File: src/rtl/one_hot_decoder_pkg.sv
`default_nettype none
// +----------------------------------------------------------------------------+
// | Module   : one_hot_pkg                                                     |
// | Purpose  : Shared definitions for the one-hot decode path: default         |
// |            widths, the decoded-result record for the default geometry and  |
// |            width-generic popcount / lowest-set-bit helpers.                |
// | Ports    : none (package)                                                  |
// | Revision : 1.0 - initial release                                           |
// +----------------------------------------------------------------------------+
package one_hot_pkg;

  localparam int c_DEFAULT_INPUT_WIDTH  = 16;
  localparam int c_DEFAULT_OUTPUT_WIDTH = $clog2(c_DEFAULT_INPUT_WIDTH);

  // Helpers accept any code up to this width; callers pass the live width.
  localparam int c_MAX_WIDTH = 64;

  // Decoded result for the default 16-bit geometry. The top level declares
  // an equivalent record sized from its own parameters.
  typedef struct packed {
    logic                              err;
    logic [c_DEFAULT_OUTPUT_WIDTH-1:0] idx;
  } decode_t;

  // Number of set bits among the lowest 'width' bits of vec.
  function automatic int popcount(input logic [c_MAX_WIDTH-1:0] vec,
                                  input int                     width);
    int n;
    n = 0;
    for (int i = 0; i < c_MAX_WIDTH; i++) begin
      if ((i < width) && vec[i]) n++;
    end
    return n;
  endfunction

  // Index of the lowest set bit among the lowest 'width' bits; 0 when none.
  function automatic int lowest_set_bit(input logic [c_MAX_WIDTH-1:0] vec,
                                        input int                     width);
    int idx;
    idx = 0;
    for (int i = c_MAX_WIDTH - 1; i >= 0; i--) begin
      if ((i < width) && vec[i]) idx = i;
    end
    return idx;
  endfunction

endpackage : one_hot_pkg
`default_nettype wire

File: src/rtl/one_hot_decoder_index.sv
`default_nettype none
// +----------------------------------------------------------------------------+
// | Module   : one_hot_index                                                   |
// | Purpose  : Combinational one-hot analysis: index of the lowest set bit,    |
// |            zero-hot flag and multi-hot flag.                               |
// | Ports    : code  - one-hot code (INPUT_WIDTH)                              |
// |            idx   - index of lowest set bit, 0 when code is zero            |
// |            zero  - no bit set                                              |
// |            multi - two or more bits set                                    |
// | Revision : 1.0 - initial release                                           |
// +----------------------------------------------------------------------------+
module one_hot_index
  import one_hot_pkg::*;
#(
  parameter int INPUT_WIDTH  = c_DEFAULT_INPUT_WIDTH,
  parameter int OUTPUT_WIDTH = $clog2(INPUT_WIDTH)
) (
  input  logic [INPUT_WIDTH-1:0]  code,
  output logic [OUTPUT_WIDTH-1:0] idx,
  output logic                    zero,
  output logic                    multi
);

  // The code is padded to a power of two and reduced by a binary tree kept
  // in heap order: node k has children 2k+1 (lower bits) and 2k+2 (upper
  // bits); leaves occupy nodes c_LEAVES-1 .. c_NODES-1.
  localparam int c_LEAVES = 2 ** OUTPUT_WIDTH;
  localparam int c_NODES  = 2 * c_LEAVES - 1;

  logic [c_NODES-1:0]                   w_vld;
  logic [c_NODES-1:0][OUTPUT_WIDTH-1:0] w_idx;

  for (genvar j = 0; j < c_LEAVES; j++) begin : g_leaf
    if (j < INPUT_WIDTH) begin : g_real
      assign w_vld[c_LEAVES-1+j] = code[j];
    end else begin : g_pad
      assign w_vld[c_LEAVES-1+j] = 1'b0;
    end
    assign w_idx[c_LEAVES-1+j] = OUTPUT_WIDTH'(j);
  end

  // The lower-half child wins whenever it holds a set bit, so the root
  // carries the index of the lowest set bit after log2 mux levels.
  for (genvar k = 0; k < c_LEAVES - 1; k++) begin : g_node
    assign w_vld[k] = w_vld[2*k+1] | w_vld[2*k+2];
    assign w_idx[k] = w_vld[2*k+1] ? w_idx[2*k+1] : w_idx[2*k+2];
  end

  // With no bit set the tree would point at the top leaf; force 0 instead.
  assign idx   = w_vld[0] ? w_idx[0] : '0;
  assign zero  = ~w_vld[0];
  // Clearing the lowest set bit leaves something only if another bit was set.
  assign multi = |(code & (code - INPUT_WIDTH'(1)));

endmodule : one_hot_index
`default_nettype wire

File: src/rtl/one_hot_decoder.sv
`default_nettype none
// +----------------------------------------------------------------------------+
// | Module   : one_hot_decoder                                                 |
// | Purpose  : Registered one-hot -> binary index decoder with valid/ready     |
// |            flow control, malformed-code flagging and a saturating count   |
// |            of malformed codes.                                             |
// | Ports    : clk_i, rst_ni (async, active-low)                               |
// |            code_i / valid_i / ready_o   - input stream                     |
// |            value_o / error_o / valid_o / ready_i - output stream           |
// |            clr_cnt_i / err_cnt_o        - malformed-code counter           |
// | Revision : 1.0 - initial release                                           |
// +----------------------------------------------------------------------------+
module one_hot_decoder
  import one_hot_pkg::*;
#(
  parameter int INPUT_WIDTH  = c_DEFAULT_INPUT_WIDTH,
  parameter int OUTPUT_WIDTH = $clog2(INPUT_WIDTH),
  parameter int DROP_INVALID = 0,
  parameter int CNT_WIDTH    = 8
) (
  input  logic                    clk_i,
  input  logic                    rst_ni,
  input  logic [INPUT_WIDTH-1:0]  code_i,
  input  logic                    valid_i,
  output logic                    ready_o,
  output logic [OUTPUT_WIDTH-1:0] value_o,
  output logic                    error_o,
  output logic                    valid_o,
  input  logic                    ready_i,
  input  logic                    clr_cnt_i,
  output logic [CNT_WIDTH-1:0]    err_cnt_o
);

  typedef struct packed {
    logic                    err;
    logic [OUTPUT_WIDTH-1:0] idx;
  } result_t;

  localparam bit                   c_DROP    = (DROP_INVALID != 0);
  localparam logic [CNT_WIDTH-1:0] c_CNT_MAX = '1;

  logic [OUTPUT_WIDTH-1:0] w_idx;
  logic                    w_zero;
  logic                    w_multi;
  result_t                 w_dec;
  logic                    w_in_hs;
  logic                    w_out_hs;
  logic                    w_load;
  logic [CNT_WIDTH-1:0]    w_cnt_base;
  logic [CNT_WIDTH-1:0]    w_cnt_next;

  result_t                 r_out;
  logic                    r_valid;
  logic [CNT_WIDTH-1:0]    r_cnt;

  one_hot_index #(
    .INPUT_WIDTH  (INPUT_WIDTH),
    .OUTPUT_WIDTH (OUTPUT_WIDTH)
  ) u_index (
    .code  (code_i),
    .idx   (w_idx),
    .zero  (w_zero),
    .multi (w_multi)
  );

  assign w_dec.err = w_zero | w_multi;
  assign w_dec.idx = w_idx;

  // Single output register: it can take a new code whenever it is empty or
  // being drained this cycle, which gives one code per cycle with no bubble.
  assign ready_o  = ~r_valid | ready_i;
  assign w_in_hs  = valid_i & ready_o;
  assign w_out_hs = r_valid & ready_i;

  // In drop mode a malformed code is still consumed (and counted) but never
  // reaches the output register.
  assign w_load = w_in_hs & ~(c_DROP & w_dec.err);

  // Clear takes effect first so a malformed code accepted alongside it
  // leaves the count at 1.
  always_comb begin
    w_cnt_base = clr_cnt_i ? '0 : r_cnt;
    w_cnt_next = w_cnt_base;
    if (w_in_hs && w_dec.err && (w_cnt_base != c_CNT_MAX)) begin
      w_cnt_next = w_cnt_base + CNT_WIDTH'(1);
    end
  end

  always_ff @(posedge clk_i or negedge rst_ni) begin
    if (!rst_ni) begin
      r_valid <= 1'b0;
      r_out   <= '0;
      r_cnt   <= '0;
    end else begin
      r_cnt <= w_cnt_next;
      if (w_load) begin
        r_out   <= w_dec;
        r_valid <= 1'b1;
      end else if (w_out_hs) begin
        // Data fields keep their last value once drained.
        r_valid <= 1'b0;
      end
    end
  end

  assign valid_o   = r_valid;
  assign value_o   = r_out.idx;
  assign error_o   = r_out.err;
  assign err_cnt_o = r_cnt;

endmodule : one_hot_decoder
`default_nettype wire
File: config.mk
export PLATFORM = sky130hd
export DESIGN_NAME = one_hot_decoder
export DESIGN_NICKNAME = d
export VERILOG_FILES = /design/src/rtl/one_hot_decoder_pkg.sv /design/src/rtl/one_hot_decoder_index.sv /design/src/rtl/one_hot_decoder.sv
export SDC_FILE = /design/constraint.sdc
export NUM_CORES = 1
export LEC_CHECK = 0
export ABC_AREA = 1
export BUFFER_PORTS_ARGS = -buffer_cell sky130_fd_sc_hd__buf_2
export CAP_MARGIN = 30
export CORE_ASPECT_RATIO = 1.5
export CORE_MARGIN = 2
export CORE_UTILIZATION = 35
export CTS_CLUSTER_DIAMETER = 80
export CTS_CLUSTER_SIZE = 14
export DETAILED_ROUTE_END_ITERATION = 8
export GPL_TIMING_DRIVEN = 0
export SKIP_CTS_REPAIR_TIMING = 1
export SYNTH_ARGS = -nofsm -noshare
export SYNTH_HDL_FRONTEND = slang
export SYNTH_SLANG_ARGS = --single-unit
File: constraint.sdc
create_clock -name clk_i -period 1.9 [get_ports clk_i]
set_clock_uncertainty 0.05 [all_clocks]
set_input_delay 0.285 -clock clk_i [delete_from_list [all_inputs] [get_ports clk_i]]
set_output_delay 0.285 -clock clk_i [all_outputs]
set_load 0.03 [all_outputs]
* After elaboration in Yosys (flattened, before gate mapping)
Index checks and enable logic that the tools add are counted.
Storage, ports and cells: latch bits 0, bits in read-only memories 0, RAM bits 0, logic and storage cells 53, output and inout port bits 15, memories 0, register bits after elaboration 14
Operators by class: equal/unequal tests 1, $lt $le $gt $ge 0, $mul 0, multiplexer cells 20, add/subtract/negate cells 2, shift-type cells 0, reduce and logical (&&, ||, !) cells 4, bitwise logic cells 22, divide/modulo/power cells 0
Operators with widths (count):
- $or 1x1->1 | 17
- $and 16x16->16 | 1
- $mux 8 | 2
- $reduce_or 16->1 | 1
- $sub 16x1->16 const B | 1
- $mux 1 | 10
- $add 8x1->8 const B | 1
- $mux 2 | 4
- $mux 4 | 2
- $ne 8x8->1 const B | 1
- $mux 3 | 2
- $and 1x1->1 | 2
- $logic_and 1x1->1 | 2
- $not 1->1 | 2
- $reduce_bool 2->1 | 1

* Depth between registers and ports, before layout
depth after elaboration 9, mapped depth 11

* By module
From an unflattened synthesis, not the netlist that was laid out.
Unflattened totals: cells, all modules 205, area, all modules 1244.9 um2
By module, submodules not included:
- one_hot_decoder | cells an instance 112, times used 1, area an instance 810.8 um2
- one_hot_index | cells an instance 93, times used 1, area an instance 434.2 um2

* Worst setup path after synthesis
No wires, ideal clock.
path kind reg2reg, from register r_cnt[0] (netlist: err_cnt_o[0]), to register r_cnt[7] (netlist: err_cnt_o[7]), required time 1784 ps, library setup time 66 ps, period minus slack after synthesis 1858 ps, stages on the path, launching flop included 11, arrival 1742 ps, path buffers 0, setup slack 42 ps, cell sequence dfrtp_1 -> inv_1 -> nor2_1 -> ha_1 -> inv_1 -> nor3_2 -> nand3_1 -> nand3b_4 -> nand3_4 -> nand2_1 -> nand2_1
On the way: longest elaborated chain between the ends 4, elaborated cells on any way between the ends 5, classes of those cells 1 x add/sub; 1 x eq/ne; 2 x mux; 1 x reduce/logical
RTL lines:
- start, declared | line one_hot_decoder.sv:54 | logic [CNT_WIDTH-1:0] r_cnt;
- start signal, assigned | line one_hot_decoder.sv:95 | r_cnt <= w_cnt_next;
- $mux 8 * | line one_hot_decoder.sv:82 | w_cnt_base = clr_cnt_i ? '0 : r_cnt;
- parallel branches: the longest is 2 deep, another holds $add 8x1->8
- $mux 8 * | line one_hot_decoder.sv:84 | if (w_in_hs && w_dec.err && (w_cnt_base != c_CNT_MAX)) begin
- via w_cnt_next[7] | line one_hot_decoder.sv:50 | logic [CNT_WIDTH-1:0] w_cnt_next;
Mark *: on every way through the listed nets, which the timed path passes. A chain may end at the register's enable or synchronous reset.

* Worst setup path after layout
from register r_cnt[1] (netlist: err_cnt_o[1]), to register r_cnt[5] (netlist: err_cnt_o[5])
Same word-level chain as after synthesis.

==> summary.md <==
| Metric | Value |
|---|---|
| Routed WL per cell | `between 10 and 15 um` |
| Nets@finish | `approximately 240` |
| Most Frequent Cell on Critical Path | `inv_1` |
| # H-tree levels | `1` |
| Final HPWL DP | `roughly 2.3 mm` |
| Initial drt markers | `18` |
| Commonest non-fill, non-tap cell in the layout | `nand2_1` |
| Die X-Extent | `52.62 um` |
| Finished Cell Area | `roughly 1600 um^2` |
| Avg Cell Area, Syn | `slightly below 7 um^2` |
| Die area | `between 4000 and 5000 um^2` |
| Synth Instances | `~180` |
| Detailed Route WL | `approximately 2.8 mm` |
| Worst slew pin tran | `~0.46 ns` |
| Achievable frequency | `between 500 and 600 MHz` |
| Clock buffer count from CTS | `3` |
| Synth warn | `0` |
| I/O Pins | `36` |
| Total power | `roughly 0.84 mW` |
| Area leader, netlist | `dfrtp_1` |
| Worst supply voltage drop on vdd | `between 0.0003 and 0.0004 V` |
| Post-Synth Adder-Cell Area | `between 1 and 1.5%` |
| ANT nets after route | `0` |
| Post-Synth Simple-Gate Area | `49.50%` |
| CP required | `2.00 ns` |
| Mux share of post-synthesis cell area | `0%` |
| Placed inst area | `between 1000 and 1500 um^2` |
| Gate power share | `25.5%` |
| Critical-path cell list | `inv_1, nor2_2, ha_2, inv_1, nor3_4, nand3_2, nand3b_2, nand4_1, nand2_1` |
| CTS Root Cell | `clkbuf_8` |
| Drt via density | `~4.6` |
| Worst-Skew Late Latency | `around 0.25 ns` |
| Number of antenna violations at the first check in global routing | `0` |
| Top delay family on crit path | `simple AND/OR/NAND/NOR gates` |
| CTS Buffer Depth | `2` |
| Initial DRT Pass Iterations | `4` |
| Initial Util | `a little over a third` |
| Endpoints failing setup | `0` |
| Clock power share | `a little over a third` |
| Largest family of logic cells by synthesized area | `simple AND/OR/NAND/NOR gates` |
| Synth Area in XOR/XNOR | `approximately 4.2%` |
| Flops & latches, synth | `14` |
| Synth cell types | `29` |
| Yosys top cell area share | `about 28%` |
| Sequential-to-total area share from yosys stat | `28.23%` |
| GRT Total Usage | `between 10% and 20%` |
| Max-slew violations | `0` |
| Startpoint types | `flip-flop` |
| Fin Setup TNS | `0 ns` |
| Synth area leaders | `dfrtp_1 28%, nand2_1 16%, inv_1 7.6%` |
| Final worst-path cycle share | `between 90% and 100%` |
| Die height | `between 70 and 80 um` |
| Max cap viols | `0` |
| Worst path bufs/invs | `2` |
| Number of global-route vias before repair | `between 1000 and 1500` |
| Switching power total | `between 0.2 and 0.3 mW` |
| Rows | `26` |
| First-pass GRT wire length | `roughly 4.7 mm` |
| DR DRC count | `0` |
| Syn nets | `around 200` |
| Crit end category | `flip-flop` |
| Switching Fraction | `about a third` |
| Relative slew slack | `about 69%` |
| Max incr delay on CP | `around 0.36 ns` |
| Pin count of the biggest net entering global routing | `15` |
| Hold Path Class | `in -> reg` |
| CP Class | `reg -> reg` |
| # diodes | `0` |
| Placeable core area | `roughly 3400 um^2` |
| I/O Buffers | `34` |
| Status | `complete, no violations` |
| Worst endpoint data arrival time | `approximately 1.9 ns` |
| Clock transition time at the flip-flop clock pins of the worst setup and hold paths | `0.06 ns` |
| Routability-driven placement congestion ratio | `0.7155` |
| Area Overhead vs Synth | `26.21%` |
| Flop pwr share | `38.7%` |
| Hold Vio Cnt, Final | `0` |
| CP max stage cell | `dfrtp_1` |
| LEAKAGE | `0.8919 nW` |
| P_int | `0.5712 mW` |
| Share of cells above drive strength 1 | `between 30 and 40%` |
| Most frequent cells in the layout | `52 x nand2_1, 34 x buf_2, 25 x inv_1, 20 x nor2_1, 14 x dfrtp_1` |
| Compound-gate portion of the synthesized area | `under 10%` |
| Via Count | `~1200` |
| Global route overflow | `0` |
| Post-Syn Area | `1241 um^2` |
| Pwr Density | `about 540 nW/um^2` |
| Fin crit period | `approximately 1.8 ns` |
| TritonCTS Sinks | `14` |
| CP Max Fanout | `4` |
| Hold_ws | `0.2602 ns` |
| TritonCTS clock tree | `done` |
[power by group through the flow]
stage	Sequential, mW	Clock (mW)	Combinational, mW
final	0.325	0.301	0.214
after global routing	0.327	0.318	0.237
after CTS	0.326	0.306	0.209
after detailed placement	0.332	0	0.209
after global placement	0.332	0	0.207
after floorplan	0.367	0	0.0952
[Yosys cell counts (all sizes together)]
| master | n |
|---|---|
| a21boi | 1 |
| a21oi | 4 |
| and2 | 1 |
| buf | 1 |
| clkbuf | 1 |
| dfrtp | 14 |
| ha | 1 |
| inv | 26 |
| nand2 | 60 |
| nand3 | 8 |
| nand3b | 1 |
| nand4 | 8 |
| nor2 | 35 |
| nor3 | 1 |
| o2111ai | 2 |
| o21a | 1 |
| o21ai | 6 |
| o221ai | 1 |
| o31ai | 1 |
| xnor2 | 2 |
| xor2 | 4 |
[state kept, by name, summed over array words and instances, names as in the netlist]
signal     count
value_o        4
valid_o        1
error_o        1
err_cnt_o      8
[final cells by class]
| cell class | count | area [um^2] |
|---|---|---|
| fill | 373 | 1849 |
| multi-input combinational | 138 | 808.3 |
| sequential | 14 | 350.3 |
| timing repair buffer | 36 | 187.7 |
| inverter | 26 | 97.59 |
| clock buffer | 4 | 55.05 |
| tap | 42 | 52.55 |
| buffer | 2 | 15.01 |
[worst paths after layout]
path	startpoint	cells past startpoint	endpoint	slack, ns
setup / recovery	err_cnt_o[1]$_DFF_PN0_	9	err_cnt_o[5]$_DFF_PN0_	0.14
hold / removal	ready_i	4	valid_o$_DFFE_PN0P_	0.26
setup reg to reg	err_cnt_o[1]$_DFF_PN0_	9	err_cnt_o[5]$_DFF_PN0_	0.14
hold reg to reg	value_o[2]$_DFFE_PN0P_	2	value_o[2]$_DFFE_PN0P_	0.43
max in group asynchronous	rst_ni	2	err_cnt_o[6]$_DFF_PN0_	1.13
min in group asynchronous	rst_ni	2	err_cnt_o[1]$_DFF_PN0_	0.42
[stage by stage]
| step | util, % | std cells | setup slack (ns) |
|---|---|---|---|
| global route | 45.86 | 262 | -0.01035 |
| finish | 45.86 | 262 | 0.1437 |
| global placement | 42.86 | 255 | -0.01142 |
| floorplan | - | 179 | 0.04174 |
| detailed placement | 42.86 | 255 | -0.02946 |
| CTS | 44.47 | 259 | -0.02144 |
[logic make-up (layout without fill, tap and decap cells)]
family,count (synthesis),in the layout
adder cells (fa/ha/maj),1,1
XOR/XNOR,6,6
AND/OR/NAND/NOR,114,115
flip-flops,14,14
buffers and inverters,28,68
AO/OA/AOI/OAI,16,16
[worst min-delay path, cell delays in order]
cell and delay, ns:
buf_2 0.07, inv_1 0.03, nand2_1 0.08, nand2_1 0.06
[routing by layer]
metal | share of wire, % | wire length, um | vias to the layer above | track usage, %
met5 | 0 | 0 | - | 0
met4 | 1.8 | 52 | 0 | 6.154
met1 | 41 | 1168 | 539 | 16.73
met2 | 54 | 1541 | 21 | 27.00
met3 | 3.0 | 86 | 5 | 1.556
li1 | - | - | 647 | -
No activity file was read; power rests on OpenSTA's default activity.
